<file path="config.mk">
export PLATFORM = sky130hd
export DESIGN_NAME = reset_seq
export DESIGN_NICKNAME = d
export VERILOG_FILES = /design/src/rtl/falsepath_anchor.sv /design/src/rtl/reset_seq.sv
export SDC_FILE = /design/constraint.sdc
export NUM_CORES = 1
export LEC_CHECK = 0
export BUFFER_PORTS_ARGS = -buffer_cell sky130_fd_sc_hd__buf_2
export CORE_ASPECT_RATIO = 0.7
export CORE_MARGIN = 4
export CORE_UTILIZATION = 53
export DETAILED_ROUTE_END_ITERATION = 6
export PLACE_DENSITY_LB_ADDON = 0.05
export REMOVE_ABC_BUFFERS = 1
export SLEW_MARGIN = 40
export SYNTH_ARGS = -nofsm -noshare
export SYNTH_HDL_FRONTEND = slang
export SYNTH_SLANG_ARGS = --single-unit
</file>
<file path="constraint.sdc">
create_clock -name clk -period 1.82 [get_ports clk]
set_input_delay 0.182 -clock clk [delete_from_list [all_inputs] [get_ports clk]]
set_output_delay 0.182 -clock clk [all_outputs]
set_load 0.005 [all_outputs]
</file>
<file path="src/rtl/falsepath_anchor.sv">
`timescale 1ns/1ps
// falsepath_anchor
// Marks the point where an asynchronous reset enters a clock domain. Timing
// constraints cut paths at this cell, so every consumer of the incoming reset
// must take it from here rather than from the raw pin.
//
// Ports:
//   in_n   raw asynchronous active-low reset
//   out_n  anchored copy of in_n, for use inside the domain
module falsepath_anchor (
  input  logic in_n,
  output logic out_n
);

  assign out_n = in_n;

endmodule

</file>
<file path="src/rtl/reset_seq.sv">
`timescale 1ns/1ps
// reset_seq
// Root of one clock domain's reset tree. The asynchronous reset is
// synchronised and stretched, then N_CH active-low channel resets are
// released one at a time in ascending index order, GAP_CYCLES apart.
// Software can hold individual channels in reset, or replay the whole
// sequence from the stretch phase.
//
// Ports:
//   clk           domain clock
//   rst_n_in_fp   asynchronous active-low reset (asserts with no clock)
//   sw_rst_req    per-channel level hold; channel k is kept low while high
//   sw_rst_all    restart the release sequence; sampled every edge
//   rst_n_out     active-low channel resets, straight from flops
//   all_released  high once the last channel has been sequenced out
module reset_seq #(
  parameter int N_CH           = 4,
  parameter int SYNC_DEPTH     = 3,
  parameter int STRETCH_CYCLES = 8,
  parameter int GAP_CYCLES     = 2
) (
  input  logic            clk,
  input  logic            rst_n_in_fp,
  input  logic [N_CH-1:0] sw_rst_req,
  input  logic            sw_rst_all,
  output logic [N_CH-1:0] rst_n_out,
  output logic            all_released
);

  // The counter serves both the stretch (0..STRETCH_CYCLES) and the
  // inter-channel gap (GAP_CYCLES-1..0), so it is sized for the larger.
  localparam int CNT_MAX = (STRETCH_CYCLES + 1 > GAP_CYCLES) ? (STRETCH_CYCLES + 1) : GAP_CYCLES;
  localparam int CNT_W   = (CNT_MAX > 1) ? $clog2(CNT_MAX) : 1;
  localparam int IDX_W   = (N_CH > 1) ? $clog2(N_CH) : 1;

  typedef enum logic [1:0] {
    HOLD    = 2'd0,
    RELEASE = 2'd1,
    RUN     = 2'd2
  } state_e;

  logic                  rst_n;
  logic [SYNC_DEPTH-1:0] sync_q, sync_d;
  logic                  sync_n;
  state_e                state_q, state_d;
  logic [CNT_W-1:0]      cnt_q, cnt_d;
  logic [IDX_W-1:0]      idx_q, idx_d;
  logic [N_CH-1:0]       released_q, released_d;
  logic [N_CH-1:0]       rst_n_out_q, rst_n_out_d;
  logic                  all_released_q, all_released_d;

  falsepath_anchor u_rst_anchor (
    .in_n  (rst_n_in_fp),
    .out_n (rst_n)
  );

  // Synchroniser shifts in ones; its last stage gates the sequencer.
  always_comb begin
    sync_d = {sync_q[SYNC_DEPTH-2:0], 1'b1};
  end

  assign sync_n = sync_q[SYNC_DEPTH-1];

  // Sequencer next-state and output-register inputs.
  always_comb begin
    state_d        = state_q;
    cnt_d          = cnt_q;
    idx_d          = idx_q;
    released_d     = released_q;
    all_released_d = all_released_q;

    if (sw_rst_all) begin
      // Replay overrides any sequencer progress on this edge, even
      // before the synchroniser has filled.
      state_d        = HOLD;
      cnt_d          = {CNT_W{1'b0}};
      idx_d          = {IDX_W{1'b0}};
      released_d     = {N_CH{1'b0}};
      all_released_d = 1'b0;
    end else if (sync_n) begin
      case (state_q)
        HOLD: begin
          if (cnt_q == CNT_W'(STRETCH_CYCLES)) begin
            state_d = RELEASE;
            cnt_d   = {CNT_W{1'b0}};
            idx_d   = {IDX_W{1'b0}};
          end else begin
            cnt_d = cnt_q + CNT_W'(1);
          end
        end
        RELEASE: begin
          if (cnt_q == CNT_W'(0)) begin
            for (int k = 0; k < N_CH; k++) begin
              if (idx_q == IDX_W'(k)) begin
                released_d[k] = 1'b1;
              end else begin
                released_d[k] = released_q[k];
              end
            end
            // Reloading with GAP-1 puts the next release exactly GAP edges later.
            cnt_d = CNT_W'(GAP_CYCLES - 1);
            if (idx_q == IDX_W'(N_CH - 1)) begin
              state_d        = RUN;
              all_released_d = 1'b1;
            end else begin
              idx_d = idx_q + IDX_W'(1);
            end
          end else begin
            cnt_d = cnt_q - CNT_W'(1);
          end
        end
        RUN: begin
          released_d = {N_CH{1'b1}};
        end
        default: begin
          // Unreachable encoding: restart the sequence from scratch.
          state_d        = HOLD;
          cnt_d          = {CNT_W{1'b0}};
          idx_d          = {IDX_W{1'b0}};
          released_d     = {N_CH{1'b0}};
          all_released_d = 1'b0;
        end
      endcase
    end else begin
      state_d = state_q;
    end

    // Software holds mask the output only; the sequencer never sees them.
    rst_n_out_d = released_d & ~sw_rst_req;
  end

  // Synchroniser flops, cleared asynchronously by the anchored reset.
  always_ff @(posedge clk or negedge rst_n) begin
    if (!rst_n) begin
      sync_q <= {SYNC_DEPTH{1'b0}};
    end else begin
      sync_q <= sync_d;
    end
  end

  // Sequencer state and output flops.
  always_ff @(posedge clk or negedge rst_n) begin
    if (!rst_n) begin
      state_q        <= HOLD;
      cnt_q          <= {CNT_W{1'b0}};
      idx_q          <= {IDX_W{1'b0}};
      released_q     <= {N_CH{1'b0}};
      rst_n_out_q    <= {N_CH{1'b0}};
      all_released_q <= 1'b0;
    end else begin
      state_q        <= state_d;
      cnt_q          <= cnt_d;
      idx_q          <= idx_d;
      released_q     <= released_d;
      rst_n_out_q    <= rst_n_out_d;
      all_released_q <= all_released_d;
    end
  end

  assign rst_n_out    = rst_n_out_q;
  assign all_released = all_released_q;

endmodule

</file>
; ---- After elaboration in Yosys (flattened, before gate mapping)
; Index checks and enable logic that the tools add are counted.
[op_classes]
n_addsub = 3
n_eq_ne = 12
mux = 30
n_bitwise = 2
reduce_logical = 9
[op_table]
columns = op, count
row1 = $mux W4, 7
row2 = $pmux W4 S3, 2
row3 = $mux W2, 10
row4 = $ne A3 B3 Y1 const B, 4
row5 = $pmux W2 S3, 2
row6 = $reduce_and A5 Y1, 2
row7 = $mux W1, 8
row8 = $eq A2 B2 Y1 const B, 3
row9 = $add A4 B1 Y4 const B, 1
row10 = $and A4 B4 Y4, 1
row11 = $eq A2 B1 Y1 const B, 2
row12 = $eq A4 B4 Y1 const B, 1
row13 = $logic_not A2 Y1, 2
row14 = $logic_not A4 Y1, 1
row15 = $not A4 Y4, 1
row16 = $reduce_and A4 Y1, 1
row17 = $sub A4 B1 Y4 const B, 1
row18 = $add A2 B1 Y2 const B, 1
row19 = $ne A2 B1 Y1 const B, 1
row20 = $ne A2 B2 Y1 const B, 1
row21 = $pmux W1 S2, 1
row22 = $reduce_and A2 Y1, 1
row23 = $reduce_bool A2 Y1, 1
row24 = $reduce_or A2 Y1, 1
[word_totals]
reg_bits = 20
inputBits = 7
output_inout_bits = 5
wordCells = 63

; ---- Longest topological paths before layout
[depth]
depth_word = 7
ltp_mapped = 6
depth_no_buf = 6

; ---- Hierarchy
; A second synthesis with hierarchy kept.
[unflattened]
hier_cells = 115
hier_area_um2 = 1211.2
[by_module_without_submodules]
columns = mod, instances, cells_each, area_each_um2, seq_area_each_um2
row1 = reset_seq, 1, 114, 1203.7, 500.5
row2 = falsepath_anchor, 1, 1, 7.5, 0.0

; ---- Worst setup path after synthesis
; Ideal clock, no wire load.
[synth_timing]
kind = reg2reg
start = reg cnt_q[0]
end = reg idx_q[0]
setup_time_ns = 0.095
arrival_time_ns = 1.505
t_required_ns = 1.725
path_slack_ns = 0.219
stages_incl_launch_ff = 7
path_buffers = 0
period_less_slack_ns = 1.601
cell_sequence = dfrtp_1 inv_1 ha_1 nand2b_1 o311ai_4 nand4b_1 o31ai_1
[synth_between]
elab_chain_len = 3
word_cells_on_any_way = 5
classes_between = eq/ne (3) / reduce/logical (2)
[synth_rtl]
columns = element, line_no
row1 = from (decl), reset_seq.sv:46  ; logic [CNT_W-1:0] cnt_q, cnt_d;
row2 = from (signal assigned), reset_seq.sv:145  ; cnt_q <= {CNT_W{1'b0}};
row3 = from (signal assigned), reset_seq.sv:152  ; cnt_q <= cnt_d;
row4 = $eq A4 B4 Y1 or $logic_not A4 Y1 (tied branches), "reset_seq.sv:83, reset_seq.sv:92"
row5 = $ne A3 B3 Y1 (no source line), n/a
row6 = $reduce_and A5 Y1 (no source line) *, n/a
row7 = to (signal assigned), reset_seq.sv:146  ; idx_q <= {IDX_W{1'b0}};
row8 = to (signal assigned), reset_seq.sv:153  ; idx_q <= idx_d;
row9 = to (decl), reset_seq.sv:47  ; logic [IDX_W-1:0] idx_q, idx_d;
; Every way passes the cells marked *; elsewhere a longest branch is shown, timed or not.
; A chain may end at the register's enable or synchronous reset.

; ---- Worst setup path after layout
; Ends and elaborated chain as after synthesis.

==> impl_results.md <==
- Total power: 992 uW
- Post-DP HPWL: 1600 um
- Starting Density: 0.579
- EDFF count, synth: 0
- Clk_skew: 0.00822 ns
- Reg2reg setup slack: 0.1 ns
- Max-slew violations: 0
- Io pins: 12
- First-pass GRT wire length: 3760 um
- Most used DFF post-synth: dfrtp_1
- Via count: 892
- Antenna violations before repair: 0
- Layout cells sized above 1: 0.227
- Layout overhead on the synthesized area: 17.3%
- Peak VDD IR: 0.423 mV
- Synthesized instance count: 114
- Total gr overflow: 0
- Die H: 46.5 um
- WL per Instance: 14.5 um
- Die area: 2920 um^2
- TritonCTS buffer count: 3
- Worst path max stage delay: 0.43 ns
- Setup Viol. Count Final: 0
- DR pass1 iterations: 4
- Post-synthesis sequential area ratio: 0.447
- Vias in the first global route: 815
- Worst-Margin Slew: 0.527 ns
- CP Class: reg -> reg
- Slowest-stage cell, CP: dfrtp_1
- Combinational share of power: 0.164
- Req. time, crit path: 2.01 ns
- Mapped cell area: 1120 um^2
- Total wire length: 2240 um
- Status: finished, final reports clean
- CP arrival: 1.91 ns
- Leak Pwr: 0.000585 uW
- Tightest Hold Check Type: in -> reg
- H-tree levels: 1
- CP cell instances: inv_1 -> ha_4 -> nand2b_1 -> o311ai_4 -> buf_4 -> a311o_1 -> o31ai_1
- Worst Setup Start Kind: flip-flop
- Clock Latency Late Sink: 0.30 ns
- Inserted Diodes: 0
- Setup tns final: 0 ns
- Asr flop ratio synth: 1.00
- Endpoints failing hold: 0
- DRC viols: 0
- Final nets: 147
- Maximum clock rate: 580 MHz
- CTS root buf: clkbuf_4
- Num rows: 13
- Period minus WS final: 1.72 ns
- Net Switching: 242 uW
- Synth unique cells: 35
- CTS tree: yes
- Average vias per placed instance: 5.79
- CP Capture Type: flip-flop
- Slew HR: 0.649
- Average cell area after synthesis: 9.82 um^2
- # fillers: 148
- Syn. warnings: 0
- Clock share of power: 0.360
- Pwr/cell area: 755 nW/um^2
- Clock buffer depth: 2
- Post-synthesis sequential element count: 20
- GRT Overall Usage: 0.168
- Max cap viols: 0
- PortBufs: 11
- Int Power: 750 uW
- CTS sink cnt: 20
- ANT nets after route: 0
- Crit path max fanout: 7
- Die X: 62.9 um
- Reg power frac: 0.476
- Net Sw Frac: 0.244
- Detailed router's first-iteration violation count: 36
- GPL Wtd Cong: 0.807
- Final Cycle Share: 0.947
- Core Box Area: 1940 um^2
- Clock slew at reported path FFs: 0.11 ns
- Largest net degree at the start of global routing: 21
-- flip-flops by register name, summed over array words and instances (netlist names) --
name / count
cnt_q: 4
released_q: 4
rst_n_out: 4
sync_q: 3
state_q: 2
idx_q: 2
all_released: 1
-- power groups by stage --
stage	Combinational, uW	Clock (uW)	Sequential (uW)
global placement	144	0	480
finish	163	357	472
floorplan	93.1	0	480
CTS	146	369	472
detailed placement	144	0	481
global route	181	387	474
-- through the flow --
step	utilization	instances	cell area (um^2)	hold slack [ns]	setup WS (ns)
2_1_floorplan	-	107	1080	-0.114	0.219
3_3_place_gp	0.625	146	1210	0.151	0.113
3_5_place_dp	0.625	146	1210	0.156	0.0295
4_1_cts	0.661	151	1280	0.00326	0.00712
5_1_grt	0.679	154	1310	0.00542	-0.0432
6_report	0.679	154	1310	0.0145	0.0969
-- cell families (layout without fill, tap and decap cells) --
family | count (synthesis) | in the layout | share of synthesized area
AND/OR/NAND/NOR | 43 | 43 | 0.208
adder cells (fa/ha/maj) | 7 | 7 | 0.0782
flip-flops | 20 | 20 | 0.447
buffers and inverters | 13 | 31 | 0.0536
other | 1 | 1 | 0.00335
AO/OA/AOI/OAI | 30 | 30 | 0.210
-- what timing repair did --
item                                    in CTS  in global routing
setup buffers                                0                  3
pin swaps                                    0                  2
resized for setup                            1                  2
endpoints found under the setup margin       1                 11
hold buffers                                 1                  0
hold endpoints to repair                    20                  0
-- layout make-up --
| cell class | count | area [um^2] | area share |
|---|---|---|---|
| multi-input combinational | 81 | 578 | 0.440 |
| tap | 22 | 27.5 | 0.0210 |
| clock inverter | 1 | 30.0 | 0.0229 |
| inverter | 6 | 22.5 | 0.0171 |
| clock buffer | 3 | 22.5 | 0.0171 |
| sequential | 20 | 500 | 0.381 |
| timing repair buffer | 21 | 133 | 0.101 |
-- worst max-delay path: cells and delay by family, from the launching register on --
kind | cells | cell delay, ns
buffers and inverters | 2 | 0.34
AO/OA/AOI/OAI | 3 | 0.53
flip-flops | 1 | 0.43
AND/OR/NAND/NOR | 1 | 0.11
adder cells (fa/ha/maj) | 1 | 0.19
-- routing by layer --
metal  share of wire  track usage  vias up
li1                -            -      445
met1            0.52        0.233      422
met2            0.42        0.260       25
met3           0.061       0.0561        0
met4               0       0.0263        0
met5               0            0        -
-- final timing paths --
| kind | from | endpoint | cells after the start |
|---|---|---|---|
| worst max-delay path | cnt_q[0] | idx_q[0] | 7 |
| worst min-delay path | sw_rst_req[3] | rst_n_out[3] | 2 |
| worst max register to register | cnt_q[0] | idx_q[0] | 7 |
| worst min register to register | sync_q[1] | sync_q[2] | 0 |
| max in group asynchronous | rst_n_in_fp | released_q[0] | 2 |
| min in group asynchronous | rst_n_in_fp | cnt_q[0] | 2 |
-- cell usage in the layout, fill, tap and decap left out, drive strengths merged --
cell type    Yosys  layout
dfrtp           20      20
buf              4      20
nor2            10      10
a21oi            9       9
nand2            8       8
nand2b           7       7
ha               7       7
inv              6       6
nor3             6       6
nor2b            4       4
a221oi           4       4
o21ai            4       4
clkbuf           3       3
a311o            2       2
a32oi            2       2
a31o             1       1
or4b             1       1
or4bb            1       1
nand3            1       1
o2111ai          1       1
o211ai           1       1
nand4bb          1       1
o311ai           1       1
nand4b           1       1
nor3b            1       1
nand4            1       1
a211oi           1       1
o32ai            1       1
a31oi            1       1
or3              1       1
o22ai            1       1
o31ai            1       1
bufinv           0       1
dlygate4sd3      0       1
conb             1       1
-- cell usage after synthesis (2+ instances only) --
cell	instances	area, um^2
nand2_1	8	30.0
a32oi_1	2	17.5
a221oi_1	4	35.0
nor2b_1	4	25.0
clkbuf_1	3	11.3
nand2b_1	7	43.8
inv_1	6	22.5
o21ai_0	2	10.0
ha_1	7	87.6
nor3_1	6	30.0
a311o_1	2	20.0
a21oi_1	9	45.0
o21ai_1	2	10.0
buf_2	3	15.0
nor2_1	10	37.5
dfrtp_1	20	500
Note: power is estimated with default switching activity, not from simulation.
